===== src/rtl/ipsl_pcie_dma_tx_rd_sched_pkg.sv =====
// Shared DMA definitions for the TX read scheduler: FSM state encodings, burst
// owner encodings and the CPLD/MWR arbitration rule.
package ipsl_pcie_dma_tx_rd_sched_pkg;

    typedef enum logic [1:0] {
        ST_IDLE  = 2'd0,
        ST_ISSUE = 2'd1,
        ST_BUSY  = 2'd2,
        ST_GAP   = 2'd3
    } rd_sched_state_e;

    localparam logic SEL_CPLD = 1'b0;
    localparam logic SEL_MWR  = 1'b1;

    localparam int unsigned LEN_W  = 10;
    localparam int unsigned ADDR_W = 64;
    localparam int unsigned RUN_W  = 3;
    localparam int unsigned WD_W   = 16;

    // CPLD normally wins; a waiting MWR takes over once CPLD has had its run.
    function automatic logic mwr_has_priority(
        input logic             cpld_req,
        input logic             mwr_req,
        input logic [RUN_W-1:0] run_cnt,
        input logic [RUN_W-1:0] run_max
    );
        return mwr_req && (!cpld_req || (run_cnt >= run_max));
    endfunction

endpackage


===== src/rtl/ipsl_pcie_dma_tx_rd_sched.sv =====
// Arbitrates CPLD and MWR read requests onto one shared read controller.
// Grant pulse (o_rd_en + ack) one cycle after IDLE sampling; requests held until ack.
module ipsl_pcie_dma_tx_rd_sched
    import ipsl_pcie_dma_tx_rd_sched_pkg::*;
#(
    parameter int unsigned MAX_CPLD_RUN = 4,
    parameter int unsigned TIMEOUT_CYC  = 1023
) (
    input  logic              clk,
    input  logic              rst_n,

    input  logic              i_cpld_req,
    input  logic [LEN_W-1:0]  i_cpld_length,
    input  logic [ADDR_W-1:0] i_cpld_addr,
    output logic              o_cpld_ack,

    input  logic              i_mwr_req,
    input  logic [LEN_W-1:0]  i_mwr_length,
    input  logic [ADDR_W-1:0] i_mwr_addr,
    output logic              o_mwr_ack,

    output logic              o_rd_en,
    output logic [LEN_W-1:0]  o_rd_length,
    output logic [ADDR_W-1:0] o_rd_addr,
    output logic              o_sel,

    input  logic              i_last_data,
    input  logic              i_tx_restart,

    output logic              o_busy,
    output logic              o_timeout
);

    localparam logic [RUN_W-1:0] RUN_MAX = RUN_W'(MAX_CPLD_RUN);
    localparam logic [WD_W-1:0]  WD_LIM  = WD_W'(TIMEOUT_CYC);

    rd_sched_state_e   state_q;
    logic [RUN_W-1:0]  run_cnt_q;
    logic [WD_W-1:0]   wd_cnt_q;
    logic              rd_en_q;
    logic              cpld_ack_q;
    logic              mwr_ack_q;
    logic              timeout_q;
    logic              busy_q;
    logic              sel_q;
    logic [LEN_W-1:0]  len_q;
    logic [ADDR_W-1:0] addr_q;

    logic              any_req_d;
    logic              mwr_wins_d;
    logic [WD_W-1:0]   wd_cnt_d;
    logic              wd_expired_d;
    logic [RUN_W-1:0]  run_inc_d;

    always_comb begin
        any_req_d    = i_cpld_req | i_mwr_req;
        mwr_wins_d   = mwr_has_priority(i_cpld_req, i_mwr_req, run_cnt_q, RUN_MAX);
        wd_cnt_d     = wd_cnt_q + {{(WD_W-1){1'b0}}, 1'b1};
        wd_expired_d = (wd_cnt_d >= WD_LIM);
        run_inc_d    = run_cnt_q + {{(RUN_W-1){1'b0}}, 1'b1};
    end

    always_ff @(posedge clk or negedge rst_n) begin
        if (!rst_n) begin
            state_q    <= ST_IDLE;
            run_cnt_q  <= '0;
            wd_cnt_q   <= '0;
            rd_en_q    <= 1'b0;
            cpld_ack_q <= 1'b0;
            mwr_ack_q  <= 1'b0;
            timeout_q  <= 1'b0;
            busy_q     <= 1'b0;
            sel_q      <= SEL_CPLD;
            len_q      <= '0;
            addr_q     <= '0;
        end else begin
            rd_en_q    <= 1'b0;
            cpld_ack_q <= 1'b0;
            mwr_ack_q  <= 1'b0;
            timeout_q  <= 1'b0;
            // Restart beats everything, including a grant about to be issued.
            if (i_tx_restart) begin
                state_q   <= ST_IDLE;
                run_cnt_q <= '0;
                wd_cnt_q  <= '0;
                busy_q    <= 1'b0;
                sel_q     <= SEL_CPLD;
                len_q     <= '0;
                addr_q    <= '0;
            end else begin
                case (state_q)
                    ST_IDLE: begin
                        if (!i_mwr_req) begin
                            run_cnt_q <= '0;
                        end
                        if (any_req_d) begin
                            state_q <= ST_ISSUE;
                            busy_q  <= 1'b1;
                            if (mwr_wins_d) begin
                                sel_q     <= SEL_MWR;
                                len_q     <= i_mwr_length;
                                addr_q    <= i_mwr_addr;
                                run_cnt_q <= '0;
                            end else begin
                                sel_q  <= SEL_CPLD;
                                len_q  <= i_cpld_length;
                                addr_q <= i_cpld_addr;
                                if (i_mwr_req) begin
                                    run_cnt_q <= run_inc_d;
                                end
                            end
                        end
                    end
                    ST_ISSUE: begin
                        state_q    <= ST_BUSY;
                        rd_en_q    <= 1'b1;
                        cpld_ack_q <= (sel_q == SEL_CPLD);
                        mwr_ack_q  <= (sel_q == SEL_MWR);
                        wd_cnt_q   <= '0;
                    end
                    ST_BUSY: begin
                        // A final beat arriving on the expiry cycle still completes normally.
                        if (i_last_data) begin
                            state_q <= ST_GAP;
                        end else if (wd_expired_d) begin
                            state_q   <= ST_IDLE;
                            busy_q    <= 1'b0;
                            timeout_q <= 1'b1;
                            wd_cnt_q  <= '0;
                        end else begin
                            wd_cnt_q <= wd_cnt_d;
                        end
                    end
                    ST_GAP: begin
                        state_q <= ST_IDLE;
                        busy_q  <= 1'b0;
                    end
                    default: begin
                        state_q <= ST_IDLE;
                        busy_q  <= 1'b0;
                    end
                endcase
            end
        end
    end

    assign o_rd_en     = rd_en_q;
    assign o_cpld_ack  = cpld_ack_q;
    assign o_mwr_ack   = mwr_ack_q;
    assign o_rd_length = len_q;
    assign o_rd_addr   = addr_q;
    assign o_sel       = sel_q;
    assign o_busy      = busy_q;
    assign o_timeout   = timeout_q;

endmodule


===== config.mk =====
export PLATFORM = sky130hd
export DESIGN_NAME = ipsl_pcie_dma_tx_rd_sched
export DESIGN_NICKNAME = d
export VERILOG_FILES = /design/src/rtl/ipsl_pcie_dma_tx_rd_sched_pkg.sv /design/src/rtl/ipsl_pcie_dma_tx_rd_sched.sv
export SDC_FILE = /design/constraint.sdc
export NUM_CORES = 1
export LEC_CHECK = 0
export ABC_CLOCK_PERIOD_IN_PS = 6600
export CAP_MARGIN = 20
export CORE_MARGIN = 1
export CORE_UTILIZATION = 40
export CTS_CLUSTER_DIAMETER = 200
export DETAILED_ROUTE_END_ITERATION = 8
export GPL_ROUTABILITY_DRIVEN = 0
export PLACE_DENSITY_LB_ADDON = 0.05
export SLEW_MARGIN = 20
export SYNTH_ARGS = -nofsm -noshare
export SYNTH_HDL_FRONTEND = slang
export SYNTH_SLANG_ARGS = --single-unit

===== constraint.sdc =====
create_clock -name clk -period 6.6 [get_ports clk]
set_clock_uncertainty 0.1 [all_clocks]
set_input_delay 1.32 -clock clk [delete_from_list [all_inputs] [get_ports clk]]
set_output_delay 1.32 -clock clk [all_outputs]
set_load 0.1 [all_outputs]

==> metrics.md <==
| Metric | Value |
|---|---|
| Hpwl dp | `10,300 um` |
| Clock root buffer master | `clkbuf_16` |
| Hold Path Depth | `1` |
| Hold_buf cts | `0` |
| Total wire length | `~14,000 um` |
| Via count | `roughly 4,500` |
| Non-filler instance count after layout | `887` |
| Worst skew pair latency | `about 350 ps` |
| Max Cap Viol | `0` |
| WP data required | `6670 ps` |
| Clk sink count | `101` |
| Slew Viols, Final | `0` |
| Drt first pass iters | `4` |
| Site Rows | `40` |
| Syn_nets | `approximately 660` |
| Worst min-delay path class | `flip-flop to flip-flop` |
| Setup Fix Bufs, Post-CTS | `0` |
| Top sig layer | `met4` |
| Sequential-to-total area share from yosys stat | `roughly half` |
| Logic pwr share | `43.7%` |
| CTS tree | `done` |
| Synth cell types | `51` |
| Post-synthesis compound-gate area fraction | `between 10% and 20%` |
| CTS Buf Count | `9` |
| Simple-gate portion of the synthesized area | `roughly 15%` |
| Crit Path Class | `primary input to flip-flop` |
| Syn. warnings | `0` |
| Tot Pwr | `2.35 mW` |
| Sw Pwr | `just over 1 mW` |
| Met3 WL | `1180 um` |
| Placed cell count | `approximately 870` |
| Final Hold Viols | `0` |
| Cells after synthesis | `about 500` |
| Net Sw Frac | `between 40% and 50%` |
| Register share of total power | `approximately a third` |
| Post-synth ARST share | `100%` |
| Filler instances | `1,025` |
| Worst Tran Pin Value | `1040 ps` |
| WL/cell | `about 16 um` |
| FF-to-FF path depth | `8` |
| Syn Area/Cell | `about 10 um^2` |
| # IOs | `about 230` |
| Routed vias/inst | `around 5.1` |
| Cts repair resizes | `0` |
| Core area | `around 12,000 um^2` |
| Pleak | `3.49 nW` |
| Layout area overhead | `55.1%` |
| Layout cells sized above 1 | `about 5.1%` |
| GRT overflow | `0` |
| Tcrit/Tclk final | `60.0%` |
| Die area | `between 10,000 and 15,000 um^2` |
| Die height | `~110 um` |
| DP Area | `7470 um^2` |
| Starting Density | `just over 40%` |
| First-pass GRT wire length | `roughly 22,000 um` |
| Initial DRC count | `235` |
| CP Capture Type | `flip-flop` |
| DRT met1 WL | `5470 um` |
| Synth Area in XOR/XNOR | `0.348%` |
| Synth Register Bits | `roughly 100` |
| Final #Nets | `roughly 900` |
| Total track usage | `around 22%` |
| RSZ-0062 raised after global routing | `no` |
| Synth Area in Adders | `1.99%` |
| Final Instance Area | `7800 um^2` |
| Met2 Wirelength | `roughly 7300 um` |
| Post-Syn Area | `between 5000 and 6000 um^2` |
| Worst slew margin | `between 30% and 40%` |
| Top FF cell, synth | `dfrtp_1` |
| Worst ir drop on vdd | `between 0.15 and 0.2 mV` |
| Setup violators final | `0` |
| Pwr/cell area | `between 300 and 400 nW/um^2` |
| Clk buf depth | `2` |
| Antenna diodes | `0` |
| CP arrival | `between 4000 and 5000 ps` |
| Setup TNS | `0 ps` |
| Outcome | `finished clean` |
| Main combinational cell family by area after synthesis | `multiplexers` |
| Buffers on Ports | `about 230` |
| H-tree Lvls | `3` |
| Post-route DRC | `0` |
| CP startpoint kind | `primary input` |
| Die width | `114 um` |
| Clk pwr share | `about a quarter` |
| Largest net degree at the start of global routing | `78` |
| Max Fanout on Critical Path | `77` |
| Initial antenna violation count | `0` |
| Min Clock Period, post-route | `slightly below 4000 ps` |
| Number of global-route vias before repair | `around 4,500` |
| Max Clk Rate | `253 MHz` |
| Multiplexer area fraction after synthesis | `about 16%` |
| EDFF count, synth | `0` |
| Clock-pin slew on the worst setup and hold paths | `approximately 70 ps` |
| Internal power | `1.33 mW` |
| Routed Antenna Nets | `0` |
worst max-delay path, cell delays in order:
cell             delay, ps
clkdlybuf4s50_1        520
or2_2                  390
a21oi_4                150
buf_4                  650
or2_4                  680
o21ai_0                260
routing by layer:
metal | up-vias | track usage (%)
met3 | 7 | 9.21
met2 | 155 | 38.9
met5 | - | 0
li1 | 2184 | -
met4 | 0 | 4.68
met1 | 2137 | 25.6
logic make-up (layout without fill, tap and decap cells):
group	after synthesis	count (layout)
AND/OR/NAND/NOR	157	157
AO/OA/AOI/OAI	115	115
flip-flops	101	101
multiplexers	78	78
buffers and inverters	41	258
adder cells (fa/ha/maj)	8	8
XOR/XNOR	2	2
final timing paths:
check / startpoint / endpoint / slack (ps)
max: i_mwr_req / o_rd_length[7] / 2640
min: o_sel / o_cpld_ack / 380
max reg2reg: wd_cnt_q[0] / wd_cnt_q[5] / 3430
min reg2reg: o_sel / o_cpld_ack / 380
max in group asynchronous: rst_n / o_rd_addr[55] / 4370
min in group asynchronous: rst_n / o_rd_addr[10] / 820
per-stage QoR:
step	hold slack, ps	setup WS [ps]	util (%)
finish	376	2640	64.4
floorplan	377	3650	-
global placement	357	2030	61.7
global route	403	2440	64.4
detailed placement	369	1940	61.7
CTS	381	2260	64.4
Yosys cell counts, types with 6 or more instances:
library cell  count  area (um^2)
dfrtp_1         101         2530
nand2_1          85          319
o21ai_0          78          390
mux2i_1          77          771
clkbuf_1         26         97.6
nand3_1          11         55.1
a21oi_1           8         40.0
and2_1            8         50.1
ha_1              8          100
a31oi_1           7         43.8
nor2_1            6         22.5
nor2b_1           6         37.5
area by class of cell:
cell class | instances | area, um^2 | area share (%)
clock inverter | 4 | 70.1 | 0.898
inverter | 5 | 18.8 | 0.241
clock buffer | 12 | 256 | 3.29
tap | 168 | 210 | 2.69
multi-input combinational | 360 | 2360 | 30.2
sequential | 101 | 2530 | 32.4
timing repair buffer | 237 | 2360 | 30.3
flip-flops by register name (all words and copies together), names as in the netlist:
name	count
o_mwr_ack	1
o_rd_en	1
run_cnt_q	3
wd_cnt_q	16
o_sel	1
state_q	2
o_rd_addr	64
o_timeout	1
o_cpld_ack	1
o_busy	1
o_rd_length	10
cell usage in the layout (no fill, tap or decap), drive strengths merged, types with 7 or more instances in the layout:
cell           count
ha                 8
a21oi              8
clkbuf            12
nand2             85
nand3             14
a31oi              7
mux2i             77
dfrtp            101
o21ai             82
clkdlybuf4s50    232
and2               8
power groups by stage:
stage	Clock (mW)	Combinational [mW]	Sequential, mW
after global routing	0.618	1.07	0.754
after floorplan	0	0.164	1.30
after CTS	0.593	1.03	0.745
after detailed placement	0	1.03	0.755
after global placement	0	1.02	0.751
final	0.578	1.03	0.744
Note: power is estimated with default switching activity, not from simulation.
